### src/rtl/ctmm_pkg.sv
// Shared capability-machine types used by the SWITCH sequencer and its neighbours.
// Latency: n/a (types and constants only).
// Backpressure: n/a.
package ctmm_pkg;

    // Fault classes reported by the sequencer and by mLoad.
    typedef enum logic [2:0] {
        FAULT_NONE   = 3'd0,
        FAULT_PERM   = 3'd1,
        FAULT_BOUNDS = 3'd2,
        FAULT_TYPE   = 3'd3,
        FAULT_SEAL   = 3'd4
    } fault_type_t;

    // Bit position of the L (load) permission inside the permission byte at word0_gt[48 +: 8].
    localparam int PERM_L = 2;

    // Capability register as seen on the register-file read port.
    typedef struct packed {
        logic [63:0] word0_gt;
        logic [31:0] word1;
    } capability_reg_t;

endpackage

### src/rtl/ctmm_switch_gen.sv
// SWITCH sequencer: validates source C-List register and L permission, snapshots the old destination, then drives mLoad.
// Latency: start sampled in cycle 0, sub_start from cycle 4 (cycle 5 with SAVE_PREV); done reported in the cycle sub_done arrives.
// Backpressure: switch_start is ignored while busy (start_dropped pulses); sub_start is held until mLoad raises sub_busy.
module ctmm_switch_gen
    import ctmm_pkg::*;
#(
    parameter int                        NUM_SRC_CR     = 8,
    parameter int                        TARGET_W       = 3,
    parameter int                        DEST_BASE      = 8,
    parameter logic [2**TARGET_W-1:0]    TARGET_EN_MASK = 8'hFF,
    parameter int                        INDEX_W        = 10,
    parameter bit                        SAVE_PREV      = 1'b1,
    parameter int                        TIMEOUT_CYC    = 1024,
    parameter fault_type_t               TIMEOUT_FAULT  = FAULT_PERM
) (
    input  logic                clk,
    input  logic                rst_n,
    input  logic                switch_start,
    input  logic [3:0]          cr_src,
    input  logic [TARGET_W-1:0] target,
    input  logic [INDEX_W-1:0]  index,
    output logic                switch_busy,
    output logic                switch_complete,
    output logic                switch_fault,
    output fault_type_t         fault_type,
    output logic [2:0]          fault_cause,
    output logic                start_dropped,
    output logic [3:0]          cr_rd_addr,
    input  capability_reg_t     cr_rd_data,
    output capability_reg_t     prev_cap,
    output logic                prev_valid,
    output logic                sub_start,
    output logic [3:0]          sub_cr_src,
    output logic [3:0]          sub_cr_dst,
    output logic [INDEX_W-1:0]  sub_index,
    output logic                sub_abort,
    input  logic                sub_busy,
    input  logic                sub_done,
    input  logic                sub_fault,
    input  fault_type_t         sub_fault_type
);

    localparam int         CNT_W      = $clog2(TIMEOUT_CYC + 1);
    localparam logic [3:0] DEST_BASE4 = 4'(DEST_BASE);
    localparam logic [4:0] NUM_SRC5   = 5'(NUM_SRC_CR);

    localparam logic [2:0] CAUSE_NONE   = 3'd0;
    localparam logic [2:0] CAUSE_SRC    = 3'd1;
    localparam logic [2:0] CAUSE_NO_L   = 3'd2;
    localparam logic [2:0] CAUSE_TGT    = 3'd3;
    localparam logic [2:0] CAUSE_SUB    = 3'd4;
    localparam logic [2:0] CAUSE_TMO    = 3'd5;

    typedef enum logic [2:0] {
        S_IDLE,
        S_CHECK,
        S_READ_SRC,
        S_CHECK_PERM,
        S_READ_DST,
        S_START_SUB,
        S_WAIT_ACK,
        S_CALL_SUB
    } state_t;

    state_t              state, state_n;
    logic [3:0]          cmd_src;
    logic [TARGET_W-1:0] cmd_target;
    logic [INDEX_W-1:0]  cmd_index;
    logic [3:0]          cmd_dst;
    logic                src_l;
    logic                dst_pend;
    logic [CNT_W-1:0]    wd_cnt;

    logic                flt_det;
    logic [2:0]          flt_cause_n;
    fault_type_t         flt_type_n;
    logic                done_ok;
    logic                tmo_abort;
    logic                src_bad;
    logic                tgt_off;
    logic                wd_expired;

    assign src_bad    = ({1'b0, cmd_src} >= NUM_SRC5);
    assign tgt_off    = ~TARGET_EN_MASK[cmd_target];
    assign wd_expired = (wd_cnt == CNT_W'(TIMEOUT_CYC));

    // State register
    always_ff @(posedge clk or negedge rst_n) begin
        if (!rst_n) begin
            state <= S_IDLE;
        end else begin
            state <= state_n;
        end
    end

    // Next-state and fault/complete/abort decisions; a sub done or fault beats a same-cycle timeout
    always_comb begin
        state_n     = state;
        flt_det     = 1'b0;
        flt_cause_n = CAUSE_NONE;
        flt_type_n  = FAULT_NONE;
        done_ok     = 1'b0;
        tmo_abort   = 1'b0;
        case (state)
            S_IDLE: begin
                if (switch_start) state_n = S_CHECK;
            end
            S_CHECK: begin
                if (src_bad) begin
                    flt_det     = 1'b1;
                    flt_cause_n = CAUSE_SRC;
                    flt_type_n  = FAULT_PERM;
                    state_n     = S_IDLE;
                end else if (tgt_off) begin
                    flt_det     = 1'b1;
                    flt_cause_n = CAUSE_TGT;
                    flt_type_n  = FAULT_PERM;
                    state_n     = S_IDLE;
                end else begin
                    state_n = S_READ_SRC;
                end
            end
            S_READ_SRC: state_n = S_CHECK_PERM;
            S_CHECK_PERM: begin
                if (!src_l) begin
                    flt_det     = 1'b1;
                    flt_cause_n = CAUSE_NO_L;
                    flt_type_n  = FAULT_PERM;
                    state_n     = S_IDLE;
                end else if (SAVE_PREV) begin
                    state_n = S_READ_DST;
                end else begin
                    state_n = S_START_SUB;
                end
            end
            S_READ_DST:  state_n = S_START_SUB;
            S_START_SUB: state_n = S_WAIT_ACK;
            S_WAIT_ACK, S_CALL_SUB: begin
                if (sub_fault) begin
                    flt_det     = 1'b1;
                    flt_cause_n = CAUSE_SUB;
                    flt_type_n  = sub_fault_type;
                    state_n     = S_IDLE;
                end else if (sub_done) begin
                    done_ok = 1'b1;
                    state_n = S_IDLE;
                end else if (wd_expired) begin
                    tmo_abort   = 1'b1;
                    flt_det     = 1'b1;
                    flt_cause_n = CAUSE_TMO;
                    flt_type_n  = TIMEOUT_FAULT;
                    state_n     = S_IDLE;
                end else if (state == S_WAIT_ACK && sub_busy) begin
                    state_n = S_CALL_SUB;
                end
            end
            default: state_n = S_IDLE;
        endcase
    end

    // Outputs decoded from state and the latched command
    always_comb begin
        switch_busy     = (state != S_IDLE);
        switch_complete = done_ok;
        sub_abort       = tmo_abort;
        start_dropped   = switch_start && (state != S_IDLE);
        sub_start       = (state == S_START_SUB) || (state == S_WAIT_ACK);
        cr_rd_addr      = (state == S_READ_DST) ? cmd_dst : cmd_src;
        sub_cr_src      = cmd_src;
        sub_cr_dst      = cmd_dst;
        sub_index       = cmd_index;
    end

    // Command capture on accept; sticky fault report cleared only by the next accepted start
    always_ff @(posedge clk or negedge rst_n) begin
        if (!rst_n) begin
            cmd_src      <= '0;
            cmd_target   <= '0;
            cmd_index    <= '0;
            cmd_dst      <= '0;
            switch_fault <= 1'b0;
            fault_type   <= FAULT_NONE;
            fault_cause  <= CAUSE_NONE;
        end else if (state == S_IDLE && switch_start) begin
            cmd_src      <= cr_src;
            cmd_target   <= target;
            cmd_index    <= index;
            cmd_dst      <= DEST_BASE4 + 4'(target);
            switch_fault <= 1'b0;
            fault_type   <= FAULT_NONE;
            fault_cause  <= CAUSE_NONE;
        end else if (flt_det) begin
            switch_fault <= 1'b1;
            fault_type   <= flt_type_n;
            fault_cause  <= flt_cause_n;
        end
    end

    // L-permission capture: the source address has been on the read port since CHECK, so data is current in READ_SRC
    always_ff @(posedge clk or negedge rst_n) begin
        if (!rst_n) begin
            src_l <= 1'b0;
        end else if (state == S_READ_SRC) begin
            src_l <= cr_rd_data.word0_gt[48 + PERM_L];
        end
    end

    // Destination snapshot: the read port returns the READ_DST address one cycle later, so capture then
    always_ff @(posedge clk or negedge rst_n) begin
        if (!rst_n) begin
            dst_pend   <= 1'b0;
            prev_cap   <= '0;
            prev_valid <= 1'b0;
        end else begin
            dst_pend   <= (state == S_READ_DST);
            prev_valid <= dst_pend;
            if (dst_pend) prev_cap <= cr_rd_data;
        end
    end

    // Watchdog: cleared entering WAIT_ACK, counts every cycle in WAIT_ACK/CALL_SUB
    always_ff @(posedge clk or negedge rst_n) begin
        if (!rst_n) begin
            wd_cnt <= '0;
        end else if (state == S_START_SUB) begin
            wd_cnt <= '0;
        end else if (state == S_WAIT_ACK || state == S_CALL_SUB) begin
            wd_cnt <= wd_cnt + CNT_W'(1);
        end
    end

endmodule

### config.mk
export PLATFORM = sky130hd
export DESIGN_NAME = ctmm_switch_gen
export DESIGN_NICKNAME = d
export VERILOG_FILES = /design/src/rtl/ctmm_pkg.sv /design/src/rtl/ctmm_switch_gen.sv
export SDC_FILE = /design/constraint.sdc
export NUM_CORES = 1
export LEC_CHECK = 0
export BUFFER_PORTS_ARGS = -buffer_cell sky130_fd_sc_hd__buf_2
export CELL_PAD_IN_SITES_DETAIL_PLACEMENT = 1
export CELL_PAD_IN_SITES_GLOBAL_PLACEMENT = 1
export CORE_AREA = 2 2 133 135
export DETAILED_ROUTE_END_ITERATION = 8
export DIE_AREA = 0 0 135 137
export PLACE_DENSITY = 0.83
export SLEW_MARGIN = 20
export SYNTH_ARGS = -nofsm -noshare
export SYNTH_HDL_FRONTEND = slang
export SYNTH_SLANG_ARGS = --single-unit
### constraint.sdc
create_clock -name clk -period 1.7 [get_ports clk]
set_input_delay 0.255 -clock clk [delete_from_list [all_inputs] [get_ports clk]]
set_output_delay 0.255 -clock clk [all_outputs]
set_load 0.01 [all_outputs]
Word-level counts from Yosys, hierarchy flattened
Memory sizes are Yosys's and may differ from the RTL's.
Index checks and enable logic that the tools add are counted.
Widths: inputs -> output; s select.

storage, ports and cells
  bits in registers = 141
  word-level logic and storage cells = 85
  bits in read-only memories = 8
  memories kept = 1
  output and inout port bits = 131

cells by class
  $add $sub $neg = 2
  reduce and logical (&&, ||, !) cells = 11
  mux-type cells = 45
  equal/unequal tests = 10
  order comparisons = 2

memories
  memory           depth  bits a word  rd ports  clocked after Yosys merged registers in  wr ports  RTL line               source
  (no name shown)  8      1            1         0                                        0         ctmm_switch_gen.sv:84  assign tgt_off = ~TARGET_EN_MASK[cmd_target];

operators with widths
  operator               number
  $mux 3                 14
  $mux 11                2
  $pmux 3 s7             1
  $mux 1                 19
  $pmux 3 s3             2
  $eq 3x3->1 const B     4
  $add 11x1->11 const B  1
  $eq 11x11->1 const B   1
  $mux 2                 5
  $eq 3x2->1 const B     2
  $ne 5x5->1 const B     1
  $add 4x3->4 const A    1
  $ge 4x4->1 const B     1
  $lt 3x4->1 const B     1
  $mux 4                 1
  $reduce_bool 2->1      2
  $eq 3x1->1 const B     1
  $logic_and 1x1->1      3
  $logic_not 3->1        1
  $pmux 1 s3             1
  $reduce_bool 3->1      1
  $logic_or 1x1->1       2
  $ne 2x2->1 const B     1
  $reduce_and 2->1       1
  $reduce_or 2->1        1

Longest topological paths before layout
  depth in word-level cells = 7
  gate-level depth with buffers = 5
  depth with buffers taken out = 5

Least setup slack after synthesis
OpenSTA, ideal clock, no wires.

  path type = reg2reg
  start point = register wd_cnt[0]
  end point = register fault_cause[0]
  required time = 1.574 ns
  buffers on the path = 0
  data arrival time = 1.731 ns
  cell stages (with the launch flop) = 6
  path slack = -0.157 ns
  clock period less this slack = 1.857 ns
  path through = dfrtp_1 > inv_1 > ha_1 > or4b_4 > o41a_4 > a311o_1

on the way
  longest elaborated chain between the ends = 7

RTL lines
  what                    RTL line                source
  from (decl)             ctmm_switch_gen.sv:72   logic [CNT_W-1:0] wd_cnt;
  from (signal assigned)  ctmm_switch_gen.sv:228  wd_cnt <= wd_cnt + CNT_W'(1);
  $eq 11x11->1 *          ctmm_switch_gen.sv:85   assign wd_expired = (wd_cnt == CNT_W'(TIMEOUT_CYC));
  $mux 3                  ctmm_switch_gen.sv:147  end else if (wd_expired) begin
  $mux 3                  ctmm_switch_gen.sv:144  end else if (sub_done) begin
  $mux 3                  ctmm_switch_gen.sv:139  if (sub_fault) begin
  $pmux 3 s3              ctmm_switch_gen.sv:104  case (state)
  $mux 3                  ctmm_switch_gen.sv:192  end else if (flt_det) begin
  $mux 3                  ctmm_switch_gen.sv:184  end else if (state == S_IDLE && switch_start) begin
  to (signal assigned)    ctmm_switch_gen.sv:195  fault_cause <= flt_cause_n;
  to (decl)               ctmm_switch_gen.sv:26   output logic [2:0] fault_cause,

Mark *: on every way between the ends. The rest lies on a longest branch, timed or not. The select of a mux whose other input is x is not followed.
A chain may end at the register's enable or synchronous reset.

Worst setup path after layout
  start point = register wd_cnt[1]
  end point = output port sub_abort

on the way
  longest elaborated chain between the ends = 5

RTL lines
  what          RTL line                source
  $eq 11x11->1  ctmm_switch_gen.sv:85
  $mux 1        ctmm_switch_gen.sv:147
  $mux 1        ctmm_switch_gen.sv:144
  $mux 1        ctmm_switch_gen.sv:139
  $mux 1        ctmm_switch_gen.sv:104
  to (decl)     ctmm_switch_gen.sv:36   output logic sub_abort,

Every way passes these cells.

==> flow_summary.json <==
{
  "wl_per_cell_um": 19.2,
  "avgSynthCellArea_um2": 14.6,
  "post-route-util": 0.495,
  "violations": "setup timing",
  "drc": 0,
  "finalInstanceArea_mm2": 0.00844,
  "routed_wl_um": 17800,
  "synth_nets": 502,
  "layout.nets": 814,
  "yosys.area_share.simple": 0.0550,
  "power_frac_comb": 0.427,
  "die_area_mm2": 0.0185,
  "cp_cell_sequence": "inv_2 > ha_4 > or4b_4 > buf_6 > nor3_4 > buf_6 > buf_6",
  "finalWorstSetupSlack_ns": -0.498,
  "pin_count": 253,
  "synth_xor_xnor_area_share": 0.00318,
  "p_per_area_mw_per_mm2": 1970,
  "swShare": 0.334,
  "syn2layout_area_growth_pct": 53.2,
  "yosysSeqAreaShare": 0.627,
  "portBuffers": 252,
  "p_switching_w": 0.00553,
  "die_h_um": 137,
  "setup-tns-final_ns": -5.96,
  "yosysUniqueCellTypes": 41,
  "seqPwrFrac": 0.350,
  "root_buffer": "clkbuf_16",
  "vias_per_cell": 4.76,
  "worst_pin_slew_ns": 0.829,
  "arrival_ns": 1.94,
  "crit_fanout": 2,
  "synth.most_common_cell": "dfrtp_1",
  "power_frac_clock": 0.223,
  "critPathLaunchType": "flop",
  "maxCapViolCount": 0,
  "placed_cell_area_mm2": 0.00726,
  "synth_compound_area_frac": 0.0498,
  "nFillCells": 1824,
  "cp-end-kind": "primary output",
  "rows": 48,
  "slowest_stage": "or4b_4",
  "synth_seq_cells": 138,
  "required_ns": 1.44,
  "first_iter_violations": 136,
  "diodes": 0,
  "grt_pass1_vias": 4785,
  "insertion_delay_ns": 0.42,
  "synth.area.top_cells": "dfrtp_1 63%, mux2_2 24%, o21ai_0 1.4%",
  "relSlewSlack": 0.441,
  "clock_sinks": 138,
  "outcome": "complete, but fails checks",
  "skew_ns": 0.00600,
  "max_freq_mhz": 455,
  "cp.buffers_inverters": 4,
  "rsz0062_at_grt": "true",
  "crit_path_max_incr_delay_ns": 0.46,
  "maxSlewViolCount": 0,
  "cpMostUsedCell": "buf_6",
  "syn_area_mm2": 0.00551,
  "totalPowerFinal_w": 0.0166,
  "cts_made_buffers": 17,
  "layout_min_cycle_time_ns": 2.20,
  "floorplan.initialDensity": 0.323,
  "syn_inst": 378,
  "hold_viol": 0,
  "synth_common_cells": "138 x dfrtp_1, 119 x mux2_2, 15 x o21ai_0, 14 x nand2_1, 11 x clkbuf_1",
  "place_congestion": 0.744,
  "critPathKind": "flop to primary output",
  "grt_start_max_net_pins": 47,
  "hpwl_um": 12700,
  "drive_above_1_share": 0.687,
  "synth_edf_count": 0,
  "post-place-cells": 869,
  "path_delay_family": "simple AND/OR/NAND/NOR gates",
  "cts_tree": "done",
  "async_flop_share": 1.00,
  "vias": 4413,
  "cts.clk_slew.worst_paths_ns": 0.06,
  "p_leak_nw": 4.13,
  "clockBufferDepth": 2,
  "firstDrtPassIters": 4,
  "grt_first_pass_wirelength_um": 26200,
  "synth_top_family_by_area": "multiplexers",
  "fin_crit_sh": 1.29,
  "hp-class": "primary input to flop",
  "htreeDepth": 4,
  "antenna_found_initial": 1,
  "ys.flop_type": "dfrtp_1",
  "ys_warn_count": 0,
  "fp.dieW_um": 135,
  "gr-total-overflow": 0,
  "synthAdderAreaFrac": 0.00454,
  "synth_top_area_cell": "dfrtp_1",
  "finalSetupViolCount": 36,
  "internal-power_w": 0.0110,
  "synthMuxAreaShare": 0.243,
  "final_cells": 927,
  "core_mm2": 0.0171,
  "ant_nets": 0,
  "ir_drop_mv": 0.766,
  "grtUsageTotal": 0.186,
  "synth_top_cell_area_share": 0.627
}
-- power groups by stage --
stage               Clock [W]  Sequential [W]  Combinational [W]
floorplan                   0         0.00631            0.00258
global placement            0         0.00568            0.00567
CTS                   0.00379         0.00581            0.00649
finish                0.00371         0.00580            0.00708
detailed placement          0         0.00584            0.00592
global route          0.00395         0.00600            0.00755
-- timing repair --
item,in CTS,in global routing
cloned,0,3
endpoints found under the hold margin,37,0
buffers inserted,11,15
pin swaps,11,6
hold buffers,1,0
setup endpoints to repair,18,39
gates resized for setup,39,40
-- cells by family after synthesis --
| logic type | Yosys count |
|---|---|
| DFF | 138 |
| muxes | 119 |
| and+or+nand+nor | 55 |
| AOI/OAI and AO/OA | 39 |
| buffers and inverters | 23 |
| xor gates and xnor gates | 2 |
| adders and majority gates | 2 |
-- stage by stage --
step | setup WS (ns) | hold slack (ns)
2_1_floorplan | -0.157 | -0.0406
3_3_place_gp | -0.149 | 0.200
3_5_place_dp | -0.213 | 0.199
4_1_cts | -0.526 | 0.0439
5_1_grt | -0.568 | 0.0495
6_report | -0.498 | 0.0579
-- worst register-to-register path, delay by kind of cell (launching register included) --
family | cells | cell delay [ns]
AND/OR/NAND/NOR | 1 | 0.46
AO/OA/AOI/OAI | 2 | 0.69
buffers and inverters | 2 | 0.23
adder cells (fa/ha/maj) | 1 | 0.11
flip-flops | 1 | 0.38
-- sequential cells by signal, indices dropped and copies added (netlist names) --
signal        cells
state             3
prev_cap         96
switch_fault      1
fault_type        3
sub_cr_dst        4
sub_cr_src        4
sub_index        10
src_l             1
fault_cause       3
prev_valid        1
dst_pend          1
wd_cnt           11
-- per-layer routing --
| metal | part of all wire | up-vias | wire length, um | GRT usage |
|---|---|---|---|---|
| li1 | - | 1978 | - | - |
| met1 | 0.38 | 2202 | 6760 | 0.199 |
| met2 | 0.53 | 187 | 9400 | 0.346 |
| met3 | 0.061 | 46 | 1090 | 0.0485 |
| met4 | 0.031 | 0 | 543 | 0.0828 |
| met5 | 0 | - | 0 | 0 |
-- cells in the final DEF (no fill, tap or decap), types with 4 or more instances in the layout --
cell,n
buf_12,5
buf_2,245
buf_4,35
buf_6,20
clkbuf_1,4
clkbuf_16,20
dfrtp_1,137
mux2_2,98
mux2_4,21
nand2_1,13
nand2b_1,4
nand3_1,4
nor2_1,7
o21ai_0,12
-- final timing paths --
| kind | from | to | slack, ns | cells after the start |
|---|---|---|---|---|
| worst max register to register | wd_cnt[1] | fault_cause[0] | -0.29 | 6 |
| worst min register to register | prev_cap[52] | prev_cap[52] | 0.50 | 1 |
| worst max-delay path | wd_cnt[1] | sub_abort | -0.50 | 7 |
| worst min-delay path | sub_fault_type[1] | fault_type[1] | 0.06 | 2 |
| max in group asynchronous | rst_n | dst_pend | 0.76 | 3 |
| min in group asynchronous | rst_n | prev_cap[21] | 0.34 | 2 |
-- layout make-up --
cell class                      instances  area [um^2]  area share
Clock buffer                           21          440      0.0522
Timing Repair Buffer                  311         1930       0.229
Multi-Input combinational cell        217         2170       0.257
Inverter                                5         18.8     0.00222
Tap cell                              225          282      0.0334
Clock inverter                         10          144      0.0171
Sequential cell                       138         3460       0.410
(Power assumes the default switching activity.)
